==> config.mk <==
export PLATFORM = sky130hd
export DESIGN_NAME = hwag_wheel_gen
export DESIGN_NICKNAME = d
export VERILOG_FILES = /design/src/rtl/hwag_wheel_gen.sv
export SDC_FILE = /design/constraint.sdc
export NUM_CORES = 1
export LEC_CHECK = 0
export ABC_CLOCK_PERIOD_IN_PS = 7000
export BUFFER_PORTS_ARGS = -buffer_cell sky130_fd_sc_hd__buf_2
export CORE_ASPECT_RATIO = 2
export CORE_MARGIN = 10
export CORE_UTILIZATION = 40
export DETAILED_ROUTE_END_ITERATION = 12
export GPL_TIMING_DRIVEN = 0
export SETUP_SLACK_MARGIN = 0.2
export SYNTH_ARGS = -nofsm -noshare
export SYNTH_HDL_FRONTEND = slang
export SYNTH_SLANG_ARGS = --single-unit
==> constraint.sdc <==
create_clock -name clk -period 7 [get_ports clk]
set_input_delay 1.05 -clock clk [delete_from_list [all_inputs] [get_ports clk]]
set_output_delay 1.05 -clock clk [all_outputs]
set_load 0.01 [all_outputs]
==> src/rtl/hwag_wheel_gen.sv <==
// hwag_wheel_gen: crank trigger-wheel generator with a loadable, ramping, clamped tooth period.
// Define HWAG_WHEEL_CAM_EN to build the cam output and rev-parity logic; otherwise both are tied low.
module hwag_wheel_gen #(
    parameter int TEETH_TOTAL   = 60,
    parameter int TEETH_MISSING = 2,
    parameter int PERIOD_W      = 16,
    parameter int STEP_W        = 8,
    parameter int CAM_ON_TOOTH  = 4,
    parameter int CAM_OFF_TOOTH = 54
) (
    input  logic                clk,
    input  logic                rst,
    input  logic                ena,
    input  logic [PERIOD_W-1:0] period_in,
    input  logic                period_ld,
    input  logic [STEP_W-1:0]   period_step,
    input  logic [PERIOD_W-1:0] period_min,
    input  logic [PERIOD_W-1:0] period_max,
    output logic                vr_out,
    output logic                cam_out,
    output logic [7:0]          tooth_num,
    output logic                tooth_stb,
    output logic                rev_stb,
    output logic                cam_phase
);
    localparam int N      = TEETH_TOTAL - TEETH_MISSING;
    localparam int SLOT_W = PERIOD_W + 4;
    localparam int SUM_W  = PERIOD_W + 2;
    localparam logic [7:0]        LAST_TOOTH = 8'(N - 1);
    localparam logic [SLOT_W-1:0] GAP_MULT   = SLOT_W'(TEETH_MISSING + 1);

    typedef enum logic [1:0] {IDLE, LOW, HIGH} state_t;

    state_t              state_reg, state_next;
    logic [SLOT_W-1:0]   tick_reg, tick_next;
    logic [SLOT_W-1:0]   slot_len_reg, slot_len_next, hi_start_next;
    logic [PERIOD_W-1:0] half_reg, half_next;
    logic [PERIOD_W-1:0] period_reg, period_next;
    logic [7:0]          tooth_reg, tooth_next;
    logic                vr_reg, vr_next;
    logic                tooth_stb_reg, tooth_stb_next;
    logic                rev_stb_reg, rev_stb_next;
    logic                slot_end, slot_begin, wrap;
    logic signed [SUM_W-1:0] step_ext, period_sum;

    function automatic logic [PERIOD_W-1:0] clamp_period(
        input logic signed [SUM_W-1:0] v,
        input logic [PERIOD_W-1:0]     lo,
        input logic [PERIOD_W-1:0]     hi
    );
        logic [PERIOD_W-1:0] r;
        if (v < $signed({2'b00, lo}))
            r = lo;
        else if (v > $signed({2'b00, hi}))
            r = hi;
        else
            r = v[PERIOD_W-1:0];
        return r;
    endfunction

    // Slot sequencing: slot length and half period are latched at slot start from the current period.
    always_comb begin
        slot_end      = ena && (state_reg != IDLE) && (tick_reg == slot_len_reg - SLOT_W'(1));
        slot_begin    = slot_end || (ena && (state_reg == IDLE));
        wrap          = slot_end && (tooth_reg == LAST_TOOTH);
        tooth_next    = tooth_reg;
        tick_next     = tick_reg;
        slot_len_next = slot_len_reg;
        half_next     = half_reg;
        if (slot_end)
            tooth_next = wrap ? 8'd0 : tooth_reg + 8'd1;
        if (slot_begin) begin
            tick_next     = '0;
            slot_len_next = (tooth_next == LAST_TOOTH) ? SLOT_W'(period_reg) * GAP_MULT
                                                       : SLOT_W'(period_reg);
            half_next     = period_reg >> 1;
        end else if (ena && (state_reg != IDLE)) begin
            tick_next = tick_reg + SLOT_W'(1);
        end
        hi_start_next = slot_len_next - SLOT_W'(half_next);
    end

    // A load always beats the per-slot step, even when both land on the same cycle.
    assign step_ext   = {{(SUM_W-STEP_W){period_step[STEP_W-1]}}, period_step};
    assign period_sum = $signed({2'b00, period_reg}) + step_ext;

    always_comb begin
        period_next = period_reg;
        if (period_ld)
            period_next = clamp_period($signed({2'b00, period_in}), period_min, period_max);
        else if (slot_end)
            period_next = clamp_period(period_sum, period_min, period_max);
    end

    always_comb begin
        state_next = state_reg;
        if (ena)
            state_next = (tick_next >= hi_start_next) ? HIGH : LOW;
    end

    always_comb begin
        vr_next        = (state_next == HIGH);
        tooth_stb_next = ena && (tick_next == slot_len_next - SLOT_W'(1));
        rev_stb_next   = tooth_stb_next && (tooth_next == LAST_TOOTH);
    end

    always_ff @(posedge clk) begin
        if (rst)
            state_reg <= IDLE;
        else
            state_reg <= state_next;
    end

    always_ff @(posedge clk) begin
        if (rst) begin
            tick_reg      <= '0;
            slot_len_reg  <= '0;
            half_reg      <= '0;
            period_reg    <= period_max;
            tooth_reg     <= '0;
            vr_reg        <= 1'b0;
            tooth_stb_reg <= 1'b0;
            rev_stb_reg   <= 1'b0;
        end else begin
            tick_reg      <= tick_next;
            slot_len_reg  <= slot_len_next;
            half_reg      <= half_next;
            period_reg    <= period_next;
            tooth_reg     <= tooth_next;
            vr_reg        <= vr_next;
            tooth_stb_reg <= tooth_stb_next;
            rev_stb_reg   <= rev_stb_next;
        end
    end

    assign vr_out    = vr_reg;
    assign tooth_num = tooth_reg;
    assign tooth_stb = tooth_stb_reg;
    assign rev_stb   = rev_stb_reg;

`ifdef HWAG_WHEEL_CAM_EN
    logic cam_reg, cam_next, phase_reg, phase_next;

    // Cam edges only move on odd revs, giving one cam cycle per two crank revs.
    always_comb begin
        phase_next = wrap ? ~phase_reg : phase_reg;
        cam_next   = cam_reg;
        if (slot_begin && phase_next) begin
            if (tooth_next == 8'(CAM_ON_TOOTH))
                cam_next = 1'b1;
            if (tooth_next == 8'(CAM_OFF_TOOTH))
                cam_next = 1'b0;
        end
    end

    always_ff @(posedge clk) begin
        if (rst) begin
            cam_reg   <= 1'b1;
            phase_reg <= 1'b0;
        end else begin
            cam_reg   <= cam_next;
            phase_reg <= phase_next;
        end
    end

    assign cam_out   = cam_reg;
    assign cam_phase = phase_reg;
`else
    assign cam_out   = 1'b0;
    assign cam_phase = 1'b0;
`endif

endmodule

==> run summary, run 1 <==
Run status: completed
Clk slew on worst S/H paths: 0.06 ns
Final TNS setup: 0 ns
Fmax: 147 MHz
Dominant synthesized flop cell: dfxtp_1
Synthesized area: 9940 µm²
WS Path Type: reg -> reg
Clock Latency Late Sink: 0.37 ns
CP endpoint kind: flop
CP max FO: 4
DR iter-0 viols: 403
Port bufs: 68
Largest net degree at the start of global routing: 17
CP max stage cell: or3b_4
Ratio of final minimum period to clock period: 97.5%
Largest cells by area after synthesis: ha_1 17%, dfxtp_1 14%, xnor2_1 6.4%
Pre-antenna DRT Iters: 5
CP Launch Type: flop
Initial antenna violation count: 0
Share of the synthesized area in the top cell type: 17.1%
Clock sinks: 85
Leakage: 5.40 nW
Vias in the first global route: 10.2k
Number of enable flip-flop cells after synthesis: 16
DRC: 0
#FFs+latches synth: 85
Final instance area: 11,900 µm²
Share of layout cells above drive strength 1: 19.7%
Synth unique cells: 104
Syn_area_per_cell: 8.06 µm²
CP max stage delay: 0.42 ns
Area growth from synthesis to layout: 20.2%
Post-DP Area: 10,800 µm²
Final WS setup: 0.177 ns
IO Pins: 73
Final Setup Violations: 0
Initial core utilization: 40.5%
Crit path time final: 6.82 ns
GP Congestion: 0.934
Worst slew pin tran: 1.25 ns
Via-per-instance ratio: 5.72
Hold Buf Count CTS: 0
TritonCTS clock tree: built
GRT overflow: 0
Fill count: 2,453
Max cap viols: 0
Top cell by count, worst path: buf_4
First-pass GRT wire length: 52,900 µm
Chip width: 131 µm
Total GRT Usage: 20.9%
Async set-reset flop share out of synthesis: 0%
TritonCTS Buffers: 9
Hold Path Class: reg -> reg
Placement Rows: 81
YS warnings: 0
Vias: 9,750
ANT cells: 0
Final hold violation count: 0
Synth Instances: 1,233
Slew headroom: 15.7%
Worst Clk Skew: 0.00768 ns
Die ar.: 31,900 µm²
Area leader, netlist: ha_1
CP required: 7.30 ns
Final WL: 34,400 µm
Final Slew Violations: 0
VDD IR max: 0.000136 V
HPWL after detailed placement: 27,900 µm
Pwr dens: 209 nW/µm²
Maximum root-to-sink buffer count: 2
Nets: 1,567
Root buffer cell: clkbuf_16
Setup repair after global routing missed its margin: true
Seq/Total Area, Yosys: 18.7%
CTS H-tree depth: 3
Core Box Area: 24,500 µm²
Routed Antenna Nets: 0
DP Worst Slack: -2.73 ns
Worst EP arrival: 7.12 ns
Post-DR wirelength/cell: 20.2 µm
Die Height: 243 µm
==> per-stage QoR <==
| step | power [W] | hold slack [ns] | std cells | util, % |
|---|---|---|---|---|
| after detailed placement | 0.00183 | 0.441 | 1634 | 43.9 |
| after CTS | 0.00245 | 0.449 | 1693 | 47.9 |
| after global placement | 0.00181 | 0.438 | 1634 | 43.9 |
| after global routing | 0.00267 | 0.473 | 1705 | 48.7 |
| final | 0.00249 | 0.445 | 1705 | 48.7 |
| after floorplan | 0.00151 | 0.422 | 1234 | - |
==> synthesized netlist by cell type, drive strengths merged (13+ instances only) <==
cell,n
a211oi,13
a21o,41
a21oi,77
a221o,15
a31oi,15
and3,18
buf,17
clkbuf,28
dfxtp,69
edfxtp,16
ha,136
inv,81
mux2i,23
nand2,76
nand2b,19
nand3,36
nand4,21
nor2,117
nor2b,21
nor3,35
o211ai,16
o21a,15
o21ai,69
xnor2,73
xor2,34
==> layer usage <==
metal	global-route usage, %	routed length, µm
met1	16.9	11000
met2	41.4	19100
met3	3.10	1110
met4	19.2	3190
met5	0	0
==> what timing repair did <==
| action | 4_1_cts | 5_1_grt |
|---|---|---|
| setup buffers | 43 | 11 |
| cloned | 0 | 1 |
| hold endpoints to repair | 0 | 0 |
| pin swaps | 38 | 33 |
| gates resized for setup | 90 | 22 |
| setup endpoints to repair | 3 | 9 |
==> worst paths after layout <==
check	startpoint	cells past startpoint	endpoint	slack [ns]
max	slot_len_reg[1]$_SDFF_PP0_	37	state_reg[0]$_SDFF_PP0_	0.18
min	half_reg[15]$_SDFF_PP0_	2	half_reg[15]$_SDFF_PP0_	0.45
max reg2reg	slot_len_reg[1]$_SDFF_PP0_	37	state_reg[0]$_SDFF_PP0_	0.18
min reg2reg	half_reg[15]$_SDFF_PP0_	2	half_reg[15]$_SDFF_PP0_	0.45
==> area by class of cell <==
class	count	area, µm²	share of cell area (%)
multi-input cells	1022	7860	65.8
flip-flops and latches	85	1870	15.7
repair buffers	123	786	6.58
well taps	332	415	3.48
plain buffers	45	407	3.40
inverters	82	314	2.63
clock buffers	14	275	2.30
clock inverters	2	12.5	0.105
==> critical path: cells and delay by family (launching register included) <==
family,cells,cell delay [ns]
flip-flops,1,0.37
AO/OA/AOI/OAI,15,2.58
AND/OR/NAND/NOR,4,1.28
buffers and inverters,13,1.54
adder cells (fa/ha/maj),4,0.86
XOR/XNOR,1,0.11
==> cell usage in the layout (no fill, tap or decap), types with 15 or more instances in the layout <==
master and instances:
ha_1 134, nor2_1 115, inv_1 77, nand2_1 75, xnor2_1 73, buf_2 69
a21oi_1 67, dfxtp_1 65, buf_4 54, o21ai_0 54, a21o_1 41, xor2_1 34
nor3_1 32, nand3_1 32, clkbuf_1 23, mux2i_1 22, nand4_1 21, nor2b_1 21
nand2b_1 17, edfxtp_1 16, o21a_1 15, and3_1 15
==> cells by family after synthesis <==
family                     count (synthesis)  synth area share (%)
and+or+nand+nor                          405                  21.6
xor gates and xnor gates                 107                  9.43
muxes                                     29                  3.00
DFF                                       85                  18.7
AOI/OAI and AO/OA                        340                  23.7
buffers and inverters                    127                  5.78
adders and majority gates                139                  17.7
other                                      1                0.0377
==> report_power, final <==
group / switching, W / internal (W)
sequential: 0.0000451 / 0.000536
clock: 0.000216 / 0.000273
combinational: 0.000785 / 0.000635
total: 0.00105 / 0.00144
Note: power is estimated with default switching activity, not from simulation.
==> inputs of run 2 (changes only) <==
--- a/config.mk
+++ b/config.mk
@@ -6,7 +6,7 @@
 export NUM_CORES = 1
 export LEC_CHECK = 0
 export ABC_CLOCK_PERIOD_IN_PS = 7000
-export BUFFER_PORTS_ARGS = -buffer_cell sky130_fd_sc_hd__buf_2
+export BUFFER_PORTS_ARGS = -buffer_cell sky130_fd_sc_hd__buf_4
 export CORE_ASPECT_RATIO = 2
 export CORE_MARGIN = 10
 export CORE_UTILIZATION = 40
==> run summary, run 2 (synthesis results as in run 1) <==
Die ar.: 31,900 µm² (unchanged)
Final Setup Violations: 0 (unchanged)
Final hold violation count: 0 (unchanged)
Via-per-instance ratio: 5.76 (+0.78%)
Fin Hold WS: 0.444 ns (-0.00118 ns)
Largest net degree at the start of global routing: 17 (unchanged)
Hold Path Class: reg -> reg
Crit path time final: 6.88 ns (+0.0545 ns)
CP max FO: 10 (+6)
Max cap viols: 0 (unchanged)
Clk slew on worst S/H paths: 0.07 ns (about the same)
IO Pins: 73 (unchanged)
CP Launch Type: flop
Final WL: 34,800 µm (+1.2%)
GRT overflow: 0 (unchanged)
M1 WL: 11,200 µm (+2.2%)
Clock Latency Late Sink: 0.38 ns (about the same)
CP max stage delay: 0.34 ns (-0.08 ns)
Placement Rows: 81 (unchanged)
Nets: 1,569 (+0.13%)
Crit path launch: slot_len_reg[3]$_SDFF_PP0_
Sum of buffers and inverters on the critical path: 15 (+2)
Post-DR wirelength/cell: 20.4 µm (+1.1%)
Met2 wire len: 19,600 µm (+2.6%)
Multi-input logic area: 7870 µm² (about the same)
Top sig layer: met4
Maximum root-to-sink buffer count: 2 (unchanged)
CTS H-tree depth: 3 (unchanged)
Final Slew Violations: 0 (unchanged)
Core Box Area: 24,500 µm² (unchanged)
Die Height: 243 µm (unchanged)
Worst EP arrival: 7.18 ns (+0.06 ns)
Vias: 9,838 (+0.90%)
Most frequent cells in the layout: 134 x ha_1, 124 x buf_4, 116 x nor2_1
Worst Clk Skew: 0.0162 ns (+0.00854 ns)
Chip width: 131 µm (unchanged)
DR iter-0 viols: 491 (+22%)
GP Congestion: 0.916 (-1.9%)
Final TNS setup: 0 ns (unchanged)
Total GRT Usage: 21.0% (+0.069 points)
Leakage: 5.47 nW (+1.4%)
HPWL after detailed placement: 27,800 µm (-0.36%)
Worst hold path endpoint: half_reg[15]$_SDFF_PP0_
R2r setup slk: 0.12 ns (-0.05 ns)
Register Area: 1870 µm² (unchanged)
Top cell family by delay on the critical path: compound AO/OA/AOI/OAI gates
Share of layout cells above drive strength 1: 20.0% (+0.26 points)
Hold Buf Count CTS: 0 (unchanged)
CP max stage cell: mux2_2
Area growth from synthesis to layout: 22.3%
Port bufs: 68 (unchanged)
Met3 routed WL: 1170 µm (+5.0%)
Slew headroom: 12.5% (-3.1 points)
Vias in the first global route: 10.2k (-0.63%)
Ratio of final minimum period to clock period: 98.3% (+0.78 points)
Worst r2r dst: state_reg[0]$_SDFF_PP0_
CP required: 7.30 ns (about the same)
ANT cells: 0 (unchanged)
Hold Path Origin: half_reg[15]$_SDFF_PP0_
Worst slew pin tran: 1.30 ns (+0.0465 ns)
CP endpoint kind: flop
Routed Antenna Nets: 0 (unchanged)
Setup repair after global routing missed its margin: true
DRC: 0 (unchanged)
Pwr dens: 212 nW/µm² (+1.6%)
Most common cell after layout, fill and taps aside: ha_1
Reg2Reg Depth: 39 (+5.4%)
Fmax: 145 MHz (-0.79%)
Pre-antenna DRT Iters: 5 (unchanged)
FF-to-FF Start: slot_len_reg[3]$_SDFF_PP0_
Clock sinks: 85 (unchanged)
First-pass GRT wire length: 53,100 µm (+0.38%)
Hold path cells: 2 (unchanged)
Root buffer cell: clkbuf_16
Initial core utilization: 40.5% (unchanged)
WS Path Type: reg -> reg
TritonCTS Buffers: 9 (unchanged)
Fill count: 2,445 (-0.33%)
TritonCTS clock tree: built
Top cell by count, worst path: buf_4
Initial antenna violation count: 0 (unchanged)
VDD IR max: 0.000138 V (+0.99%)
Run status: completed
[run 2: cell types whose count changed in the layout (fill, tap and decap cells not counted), sizes merged]
cell,change
buf,+2
bufinv,+2
clkbuf,-5
clkinvlp,+1
inv,+2
[run 2: what timing repair did]
| action | 4_1_cts | 5_1_grt |
|---|---|---|
| endpoints found under the hold margin | 0 | 0 |
| resized for setup | 78 | 31 |
| endpoints found under the setup margin | 3 | 12 |
| setup buffers | 38 | 19 |
| pin swaps | 25 | 19 |
[run 2: metal layers]
metal  vias to the layer above  GRT usage [%]
li1                       4779              -
met1                      4642           17.1
met2                       286           42.6
met3                       131           2.75
met4                         0           17.2
met5                         -              0
[run 2: through the flow]
step / area [µm²] / total power, W / cells / setup WS, ns / util, %
global placement: 10900 / 0.00182 / 1634 / -2.67 / 44.6
global route: 12200 / 0.00275 / 1707 / -0.0990 / 49.6
detailed placement: 10900 / 0.00184 / 1634 / -2.60 / 44.6
finish: 12200 / 0.00258 / 1707 / 0.122 / 49.6
CTS: 11900 / 0.00251 / 1688 / 0.202 / 48.5
floorplan: 10000 / 0.00151 / 1234 / 0.215 / -
[run 2: report_power, final]
part	leakage [nW]	switching, W	total, W	internal, W
clock	0.157	0.000235	0.000553	0.000318
sequential	0.729	0.0000454	0.000581	0.000536
combinational	4.59	0.000793	0.00144	0.000649
[run 2: cell type report]
| type | instances | area share [%] |
|---|---|---|
| multi-input cells | 1022 | 64.7 |
| flip-flops and latches | 85 | 15.4 |
| repair buffers | 125 | 7.88 |
| well taps | 332 | 3.42 |
| plain buffers | 45 | 3.34 |
| inverters | 82 | 2.56 |
| clock buffers | 9 | 1.85 |
| clock inverters | 7 | 0.844 |
[run 2: how the worst max path moves through the flow]
stage	to	slack [ns]	cells past startpoint
after floorplan	state_reg[0]$_SDFF_PP0_	0.21	34
after global placement	state_reg[0]$_SDFF_PP0_	-2.67	33
after detailed placement	state_reg[0]$_SDFF_PP0_	-2.60	33
after CTS	state_reg[0]$_SDFF_PP0_	0.20	34
after global routing	state_reg[0]$_SDFF_PP0_	-0.1	39
final	state_reg[0]$_SDFF_PP0_	0.12	39
[run 2: worst min-delay path: cells and delay by family (launching register included)]
kind          cells  cell delay [ns]
flops             1             0.30
simple gates      2             0.11
